**src/rtl/edsac_teleprinter.sv**
```systemverilog
// EDSAC teleprinter output path: 5-bit teleprinter codes are translated to ASCII
// and queued in a show-ahead FIFO, with figures/letters shift and automatic line wrap.
module edsac_teleprinter #(
   parameter int FIFO_DEPTH = 16,
   parameter int LINE_WIDTH = 72
) (
   input  logic                          clock,
   input  logic                          reset,
   input  logic                          char_strobe,
   input  logic [4:0]                    char_code,
   output logic [7:0]                    ascii_data,
   output logic                          ascii_valid,
   input  logic                          ascii_ready,
   output logic [$clog2(FIFO_DEPTH):0]   fifo_count,
   output logic                          overflow,
   output logic                          figures,
   output logic                          busy
);

   localparam int PTR_W = $clog2(FIFO_DEPTH);
   localparam int COL_W = $clog2(LINE_WIDTH + 1);

   typedef enum logic [1:0] {IDLE, EMIT_CR, EMIT_LF, EMIT_CHAR} state_t;

   state_t             state, state_next;
   logic               strobe_q;
   logic               char_event_p0;
   logic               wrap_p0;
   logic [4:0]         char_code_p1;
   logic [7:0]         char_byte_p1;
   logic [COL_W-1:0]   column;
   logic               push_req;
   logic [7:0]         push_byte;
   logic               push_ok;
   logic               pop;
   logic [PTR_W-1:0]   wr_ptr, rd_ptr;
   logic [7:0]         mem [FIFO_DEPTH];

   function automatic logic is_printing(input logic [4:0] code);
      return !(code == 5'd11 || code == 5'd15 || code == 5'd16 ||
               code == 5'd18 || code == 5'd24);
   endfunction

   function automatic logic emits_byte(input logic [4:0] code);
      return !(code == 5'd11 || code == 5'd15 || code == 5'd16);
   endfunction

   function automatic logic [7:0] edsac_to_ascii(input logic [4:0] code, input logic fig);
      logic [7:0] b;
      if (fig && code < 5'd10) return 8'h30 + {3'b000, code};
      case (code)
         5'd0:  b = "P";   5'd1:  b = "Q";   5'd2:  b = "W";   5'd3:  b = "E";
         5'd4:  b = "R";   5'd5:  b = "T";   5'd6:  b = "Y";   5'd7:  b = "U";
         5'd8:  b = "I";   5'd9:  b = "O";   5'd10: b = "J";   5'd12: b = "S";
         5'd13: b = "Z";   5'd14: b = "K";   5'd17: b = "F";   5'd18: b = 8'h0D;
         5'd19: b = "D";   5'd20: b = 8'h20; 5'd21: b = "H";   5'd22: b = "N";
         5'd23: b = "M";   5'd24: b = 8'h0A; 5'd25: b = "L";   5'd26: b = "X";
         5'd27: b = "G";   5'd28: b = "A";   5'd29: b = "B";   5'd30: b = "C";
         5'd31: b = "V";
         default: b = 8'h00;
      endcase
      return b;
   endfunction

   assign char_event_p0 = char_strobe & ~strobe_q;
   assign wrap_p0       = is_printing(char_code) && (column == COL_W'(LINE_WIDTH));

   // Emit FSM: state register
   always_ff @(posedge clock) begin
      if (reset) state <= IDLE;
      else       state <= state_next;
   end

   always_comb begin
      state_next = state;
      case (state)
         IDLE:      if (char_event_p0 && emits_byte(char_code))
                       state_next = wrap_p0 ? EMIT_CR : EMIT_CHAR;
         EMIT_CR:   state_next = EMIT_LF;
         EMIT_LF:   state_next = EMIT_CHAR;
         EMIT_CHAR: state_next = IDLE;
         default:   state_next = IDLE;
      endcase
   end

   always_comb begin
      busy      = (state != IDLE);
      push_req  = (state != IDLE);
      push_byte = 8'h00;
      case (state)
         EMIT_CR:   push_byte = 8'h0D;
         EMIT_LF:   push_byte = 8'h0A;
         EMIT_CHAR: push_byte = char_byte_p1;
         default:   push_byte = 8'h00;
      endcase
   end

   // Character capture: translation uses the shift state in force at the event
   always_ff @(posedge clock) begin
      if (char_event_p0 && state == IDLE) begin
         char_code_p1 <= char_code;
         char_byte_p1 <= edsac_to_ascii(char_code, figures);
      end
   end

   always_ff @(posedge clock) begin
      if (reset) begin
         strobe_q <= char_strobe;
         figures  <= 1'b0;
         column   <= '0;
         overflow <= 1'b0;
      end else begin
         strobe_q <= char_strobe;
         if (char_event_p0 && state == IDLE) begin
            if (char_code == 5'd11) figures <= 1'b1;
            if (char_code == 5'd15) figures <= 1'b0;
         end
         if ((char_event_p0 && busy) || (push_req && !push_ok)) overflow <= 1'b1;
         if (state == EMIT_CR) column <= '0;
         if (state == EMIT_CHAR) begin
            if (char_code_p1 == 5'd18)          column <= '0;
            else if (is_printing(char_code_p1)) column <= column + 1'b1;
         end
      end
   end

   // Output FIFO: a full FIFO still accepts a push when a pop frees a slot this cycle
   assign ascii_valid = (fifo_count != '0);
   assign ascii_data  = ascii_valid ? mem[rd_ptr] : 8'h00;
   assign pop         = ascii_valid & ascii_ready;
   assign push_ok     = push_req && ((fifo_count < (PTR_W+1)'(FIFO_DEPTH)) || pop);

   always_ff @(posedge clock) begin
      if (reset) begin
         wr_ptr     <= '0;
         rd_ptr     <= '0;
         fifo_count <= '0;
      end else begin
         if (push_ok) wr_ptr <= wr_ptr + 1'b1;
         if (pop)     rd_ptr <= rd_ptr + 1'b1;
         case ({push_ok, pop})
            2'b10:   fifo_count <= fifo_count + 1'b1;
            2'b01:   fifo_count <= fifo_count - 1'b1;
            default: fifo_count <= fifo_count;
         endcase
      end
   end

   always_ff @(posedge clock) begin
      if (push_ok) mem[wr_ptr] <= push_byte;
   end

endmodule
```
**config.mk**
```make
export PLATFORM = sky130hd
export DESIGN_NAME = edsac_teleprinter
export DESIGN_NICKNAME = d
export VERILOG_FILES = /design/src/rtl/edsac_teleprinter.sv
export SDC_FILE = /design/constraint.sdc
export NUM_CORES = 1
export LEC_CHECK = 0
export CORE_ASPECT_RATIO = 1.5
export CORE_UTILIZATION = 55
export DETAILED_ROUTE_END_ITERATION = 7
export GPL_TIMING_DRIVEN = 1
export PLACE_DENSITY = 0.73
export SLEW_MARGIN = 20
export SYNTH_ARGS = -nofsm -noshare
export SYNTH_HDL_FRONTEND = slang
export SYNTH_SLANG_ARGS = --single-unit
```
**constraint.sdc**
```tcl
create_clock -name clock -period 6.7 [get_ports clock]
set_input_delay 1.675 -clock clock [delete_from_list [all_inputs] [get_ports clock]]
set_output_delay 1.675 -clock clock [all_outputs]
set_load 0.005 [all_outputs]
```
### Yosys cells after proc, flatten, opt, wreduce, memory -nomap -nowiden

Memory sizes are Yosys's and may differ from the RTL's. A register that Yosys moved wholly into a read port is not among the register bits.
Cells that the tools add are included.

* $lt $le $gt $ge: 2
* equal/unequal tests: 17
* add/sub/neg operators: 6
* multipliers: 0
* shift operators: 0
* reduce and logical (&&, ||, !) cells: 26
* muxes and demuxes: 20
* bitwise operators: 3
* div/mod/pow operators: 0

Operator list (number)
* equality test 5 bit (second input constant): 6
* two-way mux 7 bit: 4
* two-way mux 8 bit: 3
* case mux 8 bit (3 select lines): 1
* equality test 5 x 4 -> 1 bit (second input constant): 4
* logical OR 1 bit: 10
* case mux 5 bit (2 select lines): 1
* adder 4 x 1 -> 4 bit (second input constant): 2
* two-way mux 4 bit: 2
* case mux 2 bit (4 select lines): 1
* adder 6 x 5 -> 7 bit (first input constant): 1
* adder 7 x 1 -> 7 bit (second input constant): 1
* equality test 7 bit (second input constant): 1
* logical AND 1 bit: 7
* equality test 2 bit (second input constant): 3
* two-way mux 1 bit: 6
* nonzero test 2 bit: 3
* adder 5 x 1 -> 5 bit (second input constant): 1
* less-than comparator 5 x 4 -> 1 bit (second input constant): 1
* less-than comparator 5 bit (second input constant): 1
* nonzero test 5 bit: 1
* subtractor 5 x 1 -> 5 bit (second input constant): 1
* equality test 2 x 1 -> 1 bit (second input constant): 2
* two-way mux 2 bit: 2
* 6 further kinds: 9

* flip-flop bits (word level): 38
* RAM bits: 128
* memory bits (read-only): 224
* bits in latches: 0
* memories kept: 2

Memories
* (name not given): depth 32, bits a word 7, read ports 1, clocked after Yosys merged registers in 0, write ports 0, RTL line 51 `case (code)`
* mem: depth 16, bits a word 8, read ports 1, clocked after Yosys merged registers in 1, write ports 1, RTL line 37 `logic [7:0] mem [FIFO_DEPTH];`

### Logic depth before layout (Yosys ltp)

Gate-level depths: netlist (run 1).

* depth in word-level cells: 10
* depth in mapped cells: 12

### Worst setup path after synthesis (run 1)

OpenSTA, ideal clock, no wires.

* path kind: input -> register
* from: input ascii_ready
* to: register fifo_count[4]
* library setup time: 0.123 ns
* data arrival time: 3.814 ns
* setup slack: 2.762 ns
* cell stages on the path: 11
* buffers on the path: 1
* cells stage by stage: clkbuf_1 nor2b_1 nor2_1 inv_1 ha_1 xor2_1 ha_1 a22oi_1 o32a_1 o22ai_2 mux2_1

* longest elaborated chain between the ends: 5

Ends and longest elaborated chain
* from (decl): RTL line 13 `input logic ascii_ready,`
* AND 1 bit *: RTL line 130 `assign pop = ascii_valid & ascii_ready;`
* logical OR 1 bit: RTL line 131 `assign push_ok = push_req && ((fifo_count < (PTR_W+1)'(FIFO_DEPTH)) || pop);`
* logical AND 1 bit: RTL line 131
* equality test 2 x 1 -> 1 bit / equality test 2 bit (equally long branches): RTL line 141 `case ({push_ok, pop})`
* case mux 5 bit (2 select lines) / nonzero test 2 bit (equally long branches)
* to (signal assigned): RTL line 142 `2'b10: fifo_count <= fifo_count + 1'b1;`
* to (signal assigned): RTL line 143 `2'b01: fifo_count <= fifo_count - 1'b1;`
* to (signal assigned): RTL line 144 `default: fifo_count <= fifo_count;`
* to (decl): RTL line 14 `output logic [$clog2(FIFO_DEPTH):0] fifo_count,`

Mark *: on every way between the ends. The rest lies on a longest branch, timed or not.
A chain may end at the register's enable or synchronous reset.

==> flow_metrics.env, run 1 <==
export IMPL_cp_max_fo=19
export IMPL_ys_seq_area_frac=0.626
export IMPL_cts_root_buf="clkbuf_16"
export IMPL_worst_pin_slew_ns=1.06
export IMPL_synth_edf_count=124
export IMPL_syn_to_final_growth_pct=12.8
export IMPL_place_port_buffers=24
export IMPL_tns_ns=0
export IMPL_viasPerCell=6.00
export IMPL_hold_viol=0
export IMPL_hold_buffers=0
export IMPL_pre_cts_slack_ns=2.11
export IMPL_cts_buffers=17
export IMPL_ys_types=61
export IMPL_crit_type="register to output pin"
export IMPL_worst_ep_arrival_time_ns=2.83
export IMPL_cap_violations=0
export IMPL_fillers=849
export IMPL_rows=49
export IMPL_antenna_found_initial=0
export IMPL_async_flop_share=0
export IMPL_endpoint_kind="output pin"
export IMPL_h_tree_depth=4
export IMPL_ys_top_cells_by_area="edfxtp_1 54%, mux4_2 9.8%, dfxtp_1 8.4%"
export IMPL_synth_nets=503
export IMPL_final_max_slew_viol_count=0
export IMPL_setup_viol_count_final=0
export IMPL_peakVddDrop_uv=212
export IMPL_antenna_cells=0
export IMPL_slowest_stage="mux4_2"
export IMPL_dr_pass1_iters=5
export IMPL_crit_path_max_incr_delay_ns=0.56
export IMPL_cts_setup_buffers=0
export IMPL_avgRoutedWirePerCell_um=19.1
export IMPL_finClkSkew_ns=0.00797
export IMPL_drc=0
export IMPL_dpl_cell_count=630
export IMPL_core_sq_um=12100
export IMPL_dieArea_sq_um=13000
export IMPL_place_gp_congestion=0.863
export IMPL_yosys_most_used_dff="edfxtp_1"
export IMPL_postSynthAreaPerCell_sq_um=14.4
export IMPL_ys_seq_elements=153
export IMPL_power_w=0.00289
export IMPL_final_nets=523
export IMPL_synth_most_common_cell="edfxtp_1"
export IMPL_vias=3974
export IMPL_syn_inst=476
export IMPL_grtUsageTotal=0.215
export IMPL_drt_total_wl_um=12700
export IMPL_grt_remaining_overflow=0
export IMPL_clk_path_buf_depth=2
export IMPL_drive_gt1_frac=0.163
export IMPL_required_ns=5.03
export IMPL_postCtsResizedCells=0
export IMPL_fin_crit_sh=0.672
export IMPL_hpwl_um=8700
export IMPL_relSlewSlack=0.291
export IMPL_synth_top_area_frac=0.542
export IMPL_power_density_nw_per_um2=373
export IMPL_clk_pin_slew_worst_paths_ns=0.06
export IMPL_cp_cell_sequence="buf_4 > mux4_2 > mux2i_1 > o22ai_1 > clkdlybuf4s50_1"
export IMPL_synth_warning_count=0
export IMPL_synth_area_sq_um=6870
export IMPL_period_minus_slack_ns=4.51
export IMPL_drt_iter0_drc=209
export IMPL_final_cells=662
export IMPL_rsz0062_at_grt="false"
export IMPL_min_path_type="register to register"
export IMPL_grt_max_degree=29
export IMPL_die_h_um=139
export IMPL_leakage_nw=2.55
export IMPL_cts_tree="yes"
export IMPL_yosysTopAreaCell="edfxtp_1"
export IMPL_drtAntennaViolNets=0
export IMPL_grt_first_pass_wirelength_um=20900
export IMPL_fmax_ghz=0.222
export IMPL_grt_pass1_vias=4080
export IMPL_cts_sinks=153
export IMPL_initial_core_util=0.569
export IMPL_clk_insertion_delay_late_ns=0.42
export IMPL_status="finished clean"
export IMPL_pin_count=26
export IMPL_crit_path_start_kind="register"
export IMPL_fp_dieW_um=93.3
export IMPL_setup_ws_ns=2.19
export IMPL_hold_slack_ns=0.491
export IMPL_synthTopCellsByCount="124 x edfxtp_1, 34 x nor2_1, 30 x mux4_2"
## through the flow
step | util | instance area (sq um)
after global routing | 0.642 | 7750
after CTS | 0.641 | 7740
after detailed placement | 0.596 | 7190
after global placement | 0.596 | 7190
final | 0.642 | 7750
after floorplan | - | 6870
## registers in the layout, summed over array words and instances, names as in the netlist, named ones only
| signal | cells |
|---|---|
| state | 2 |
| mem | 112 |
| char_byte_p1 | 7 |
| overflow | 1 |
| char_code_p1 | 5 |
| fifo_count | 5 |
| strobe_q | 1 |
| wr_ptr | 4 |
| rd_ptr | 4 |
| column | 7 |
| figures | 1 |
## critical path: cells and delay by family, from the launching register on
| kind | cells | cell delay [ns] |
|---|---|---|
| compound gates | 1 | 0.15 |
| buf+inv | 2 | 0.87 |
| flops | 1 | 0.54 |
| mux | 2 | 0.83 |
## logic make-up after synthesis
logic type	count (synthesis)	share of synthesized area
mux	53	0.133
other cells	1	0.000546
flops	153	0.626
fa+ha+maj	18	0.0328
buf+inv	44	0.0300
simple gates	124	0.0907
compound gates	74	0.0750
xor+xnor	9	0.0115
## cells in the final DEF, fill, tap and decap left out, drive strengths merged, types with 4 or more instances in the layout
cell / instances
nand3: 15
o22ai: 10
and2: 4
a21oi: 15
o31ai: 4
nor2: 34
nor3: 7
a31oi: 6
or2: 5
mux4: 30
edfxtp: 124
buf: 4
mux2i: 18
inv: 26
o211ai: 4
clkinvlp: 4
mux2: 5
clkbuf: 17
or3: 7
nand2b: 8
nand2: 29
o21ai: 11
dfxtp: 29
xor2: 6
ha: 18
clkdlybuf4s50: 24
## report_power, final
group | switching (W) | internal (W) | leakage [nW]
clock | 0.000396 | 0.000485 | 0.260
sequential | 0.0000668 | 0.00118 | 1.39
combinational | 0.000412 | 0.000356 | 0.903
total | 0.000875 | 0.00202 | 2.55
## cell type report
| cell class | count | area [sq um] | share of cell area |
|---|---|---|---|
| repair buffers | 28 | 270 | 0.0349 |
| multi-input cells | 279 | 2370 | 0.306 |
| clock inverters | 15 | 126 | 0.0163 |
| clock buffers | 17 | 425 | 0.0549 |
| flip-flops and latches | 153 | 4310 | 0.555 |
| inverters | 17 | 63.8 | 0.00823 |
| well taps | 153 | 191 | 0.0247 |
## path summary, 6_finish.rpt
check / from / cells after the start / slack, ns / endpoint
setup / recovery: register / 5 / 2.19 / ascii_data[3]
hold / removal: overflow / 2 / 0.49 / overflow
setup reg to reg: state[0] / 11 / 3.61 / fifo_count[4]
hold reg to reg: overflow / 2 / 0.49 / overflow
## layer usage
layer	track usage	routed length (um)	share of wire	vias to the layer above
met3	0.0477	540	0.043	21
met2	0.382	6890	0.54	127
met4	0.0874	325	0.026	0
met5	0	0	0	-
met1	0.248	4920	0.39	1952
li1	-	-	-	1874
Note: power is estimated with default switching activity, not from simulation.
==> run 2: changes to the inputs <==
clock period = 4.4 ns   (was 6.7 ns; I/O delays follow)
==> run 2 against run 1 <==
  * Utilization up 0.48 points
  * Worst setup slack lost 1.4 ns
  * Power rose by 54%
  * Combinational power increased by 59%
  * First-iteration DRC count grew 10%
  * Register-to-register slack worse by 2.3 ns
  * Critical path depth unchanged
  * Hold slack lost 0.0032 ns
  * Sequential power increased by 51%
  * Final cell count up 1.2%
  * Cell area rose by 0.74%
  * Wire length increased by 3.7%
  * Critical path type unchanged
  * Critical endpoint is now ascii_data[0]
  * Largest power group unchanged
==> flow_metrics.env, run 2 (synthesis gave the netlist of run 1 again) <==
export IMPL_hold_viol=0
export IMPL_crit_buf_inv=2
export IMPL_grt_first_pass_wirelength_um=21700
export IMPL_pre_cts_slack_ns=0.501
export IMPL_place_gp_congestion=0.767
export IMPL_initial_core_util=0.569
export IMPL_rr_worst_depth=11
export IMPL_fin_crit_sh=0.824
export IMPL_hold_buffers=0
export IMPL_peakVddDrop_uv=313
export IMPL_hpwl_um=9070
export IMPL_antenna_found_initial=0
export IMPL_largest_register="mem"
export IMPL_timing_rr_start="state[0]"
export IMPL_finClkSkew_ns=0.00669
export IMPL_required_ns=3.30
export IMPL_timing_rr_end="fifo_count[4]"
export IMPL_cts_tree="yes"
export IMPL_postCtsResizedCells=0
export IMPL_endpoint_kind="output pin"
export IMPL_rsz0062_at_grt="false"
export IMPL_clk_insertion_delay_late_ns=0.42
export IMPL_worstSetupEndpoint="ascii_data[0]"
export IMPL_worst_pin_slew_ns=1.02
export IMPL_viasPerCell=6.07
export IMPL_worst_ep_arrival_time_ns=2.53
export IMPL_fillers=856
export IMPL_layout_common_cells="124 x edfxtp_1, 34 x nor2_1, 30 x mux4_2, 29 x nand2_1, 28 x dfxtp_1"
export IMPL_grt_pass1_vias=4189
export IMPL_setup_ws_ns=0.774
export IMPL_rrSetupSlack_ns=1.32
export IMPL_cp_depth=5
export IMPL_period_minus_slack_ns=3.63
export IMPL_dr_pass1_iters=6
export IMPL_slowest_stage="mux4_2"
export IMPL_drtAntennaViolNets=0
export IMPL_crit_type="register to output pin"
export IMPL_cts_setup_buffers=0
export IMPL_h_tree_depth=4
export IMPL_pin_count=26
export IMPL_drt_iter0_drc=230
export IMPL_relSlewSlack=0.312
export IMPL_top_regs="mem x112, char_byte_p1 x7, column x7"
export IMPL_rows=49
export IMPL_cts_root_buf="clkbuf_16"
export IMPL_drive_gt1_frac=0.174
export IMPL_final_max_slew_viol_count=0
export IMPL_power_density_nw_per_um2=571
export IMPL_avgRoutedWirePerCell_um=19.6
export IMPL_fp_dieW_um=93.3
export IMPL_final_common_cell="edfxtp_1"
export IMPL_cts_buffers=17
export IMPL_place_port_buffers=24
export IMPL_largest_register_ffs=112
export IMPL_vias=4069
export IMPL_grt_remaining_overflow=0
export IMPL_grtUsageTotal=0.227
export IMPL_leakage_nw=2.60
export IMPL_die_h_um=139
export IMPL_cap_violations=0
export IMPL_fmax_ghz=0.276
export IMPL_path_delay_family="multiplexers"
export IMPL_syn_to_final_growth_pct=13.6
export IMPL_setup_viol_count_final=0
export IMPL_dieArea_sq_um=13000
export IMPL_cp_max_fo=12
export IMPL_cts_sinks=153
export IMPL_clk_path_buf_depth=2
export IMPL_cp_cell_sequence="buf_4 > mux4_2 > mux2i_1 > o22ai_1 > clkdlybuf4s50_1"
export IMPL_tns_ns=0
export IMPL_clk_pin_slew_worst_paths_ns=0.06
export IMPL_crit_path_max_incr_delay_ns=0.53
export IMPL_drc=0
export IMPL_grt_max_degree=29
export IMPL_core_sq_um=12100
export IMPL_drt_total_wl_um=13100
export IMPL_min_path_type="register to register"
export IMPL_crit_path_start_kind="register"
export IMPL_final_nets=531
export IMPL_antenna_cells=0
export IMPL_status="finished clean"
## run 2: how the worst min path moves through the flow
stage | start | endpoint | slack (ns) | cells past startpoint
floorplan | overflow | overflow | 0.46 | 2
global placement | overflow | overflow | 0.48 | 2
detailed placement | overflow | overflow | 0.48 | 2
CTS | overflow | overflow | 0.50 | 2
global route | rd_ptr[1] | rd_ptr[1] | 0.54 | 2
finish | overflow | overflow | 0.49 | 2
## run 2: where the power goes
part	leakage (nW)	internal (W)	total [W]	switching, W
logic	0.941	0.000561	0.00122	0.000657
registers	1.39	0.00179	0.00189	0.0000914
clock network	0.268	0.000744	0.00136	0.000612
total	2.60	0.00310	0.00446	0.00136
## run 2: metal layers
metal  global-route usage  up-vias  share of wire
li1                     -     1895              -
met1                0.253     2032           0.37
met2                0.410      115           0.57
met3               0.0461       27          0.032
met4                0.104        0          0.026
met5                    0        -              0
## run 2: layout make-up
cell class | count | area, sq um | area share
inverters | 17 | 63.8 | 0.00817
flip-flops and latches | 153 | 4310 | 0.551
clock buffers | 17 | 425 | 0.0545
clock inverters | 15 | 131 | 0.0168
well taps | 153 | 191 | 0.0245
multi-input cells | 279 | 2360 | 0.302
repair buffers | 36 | 330 | 0.0423
## run 2: stage by stage
stage | area, sq um | hold WS (ns) | power, W | util | cells
2_1_floorplan | 6870 | 0.464 | 0.00268 | - | 476
3_3_place_gp | 7250 | 0.475 | 0.00310 | 0.601 | 638
3_5_place_dp | 7250 | 0.483 | 0.00314 | 0.601 | 638
4_1_cts | 7810 | 0.503 | 0.00449 | 0.647 | 670
5_1_grt | 7810 | 0.542 | 0.00467 | 0.647 | 670
6_report | 7810 | 0.488 | 0.00446 | 0.647 | 670
## run 2: worst min-delay path, cell delays in order, from the launching register on
cell and delay [ns]:
dfxtp_1 0.34, nor2_1 0.05, nor2_1 0.07
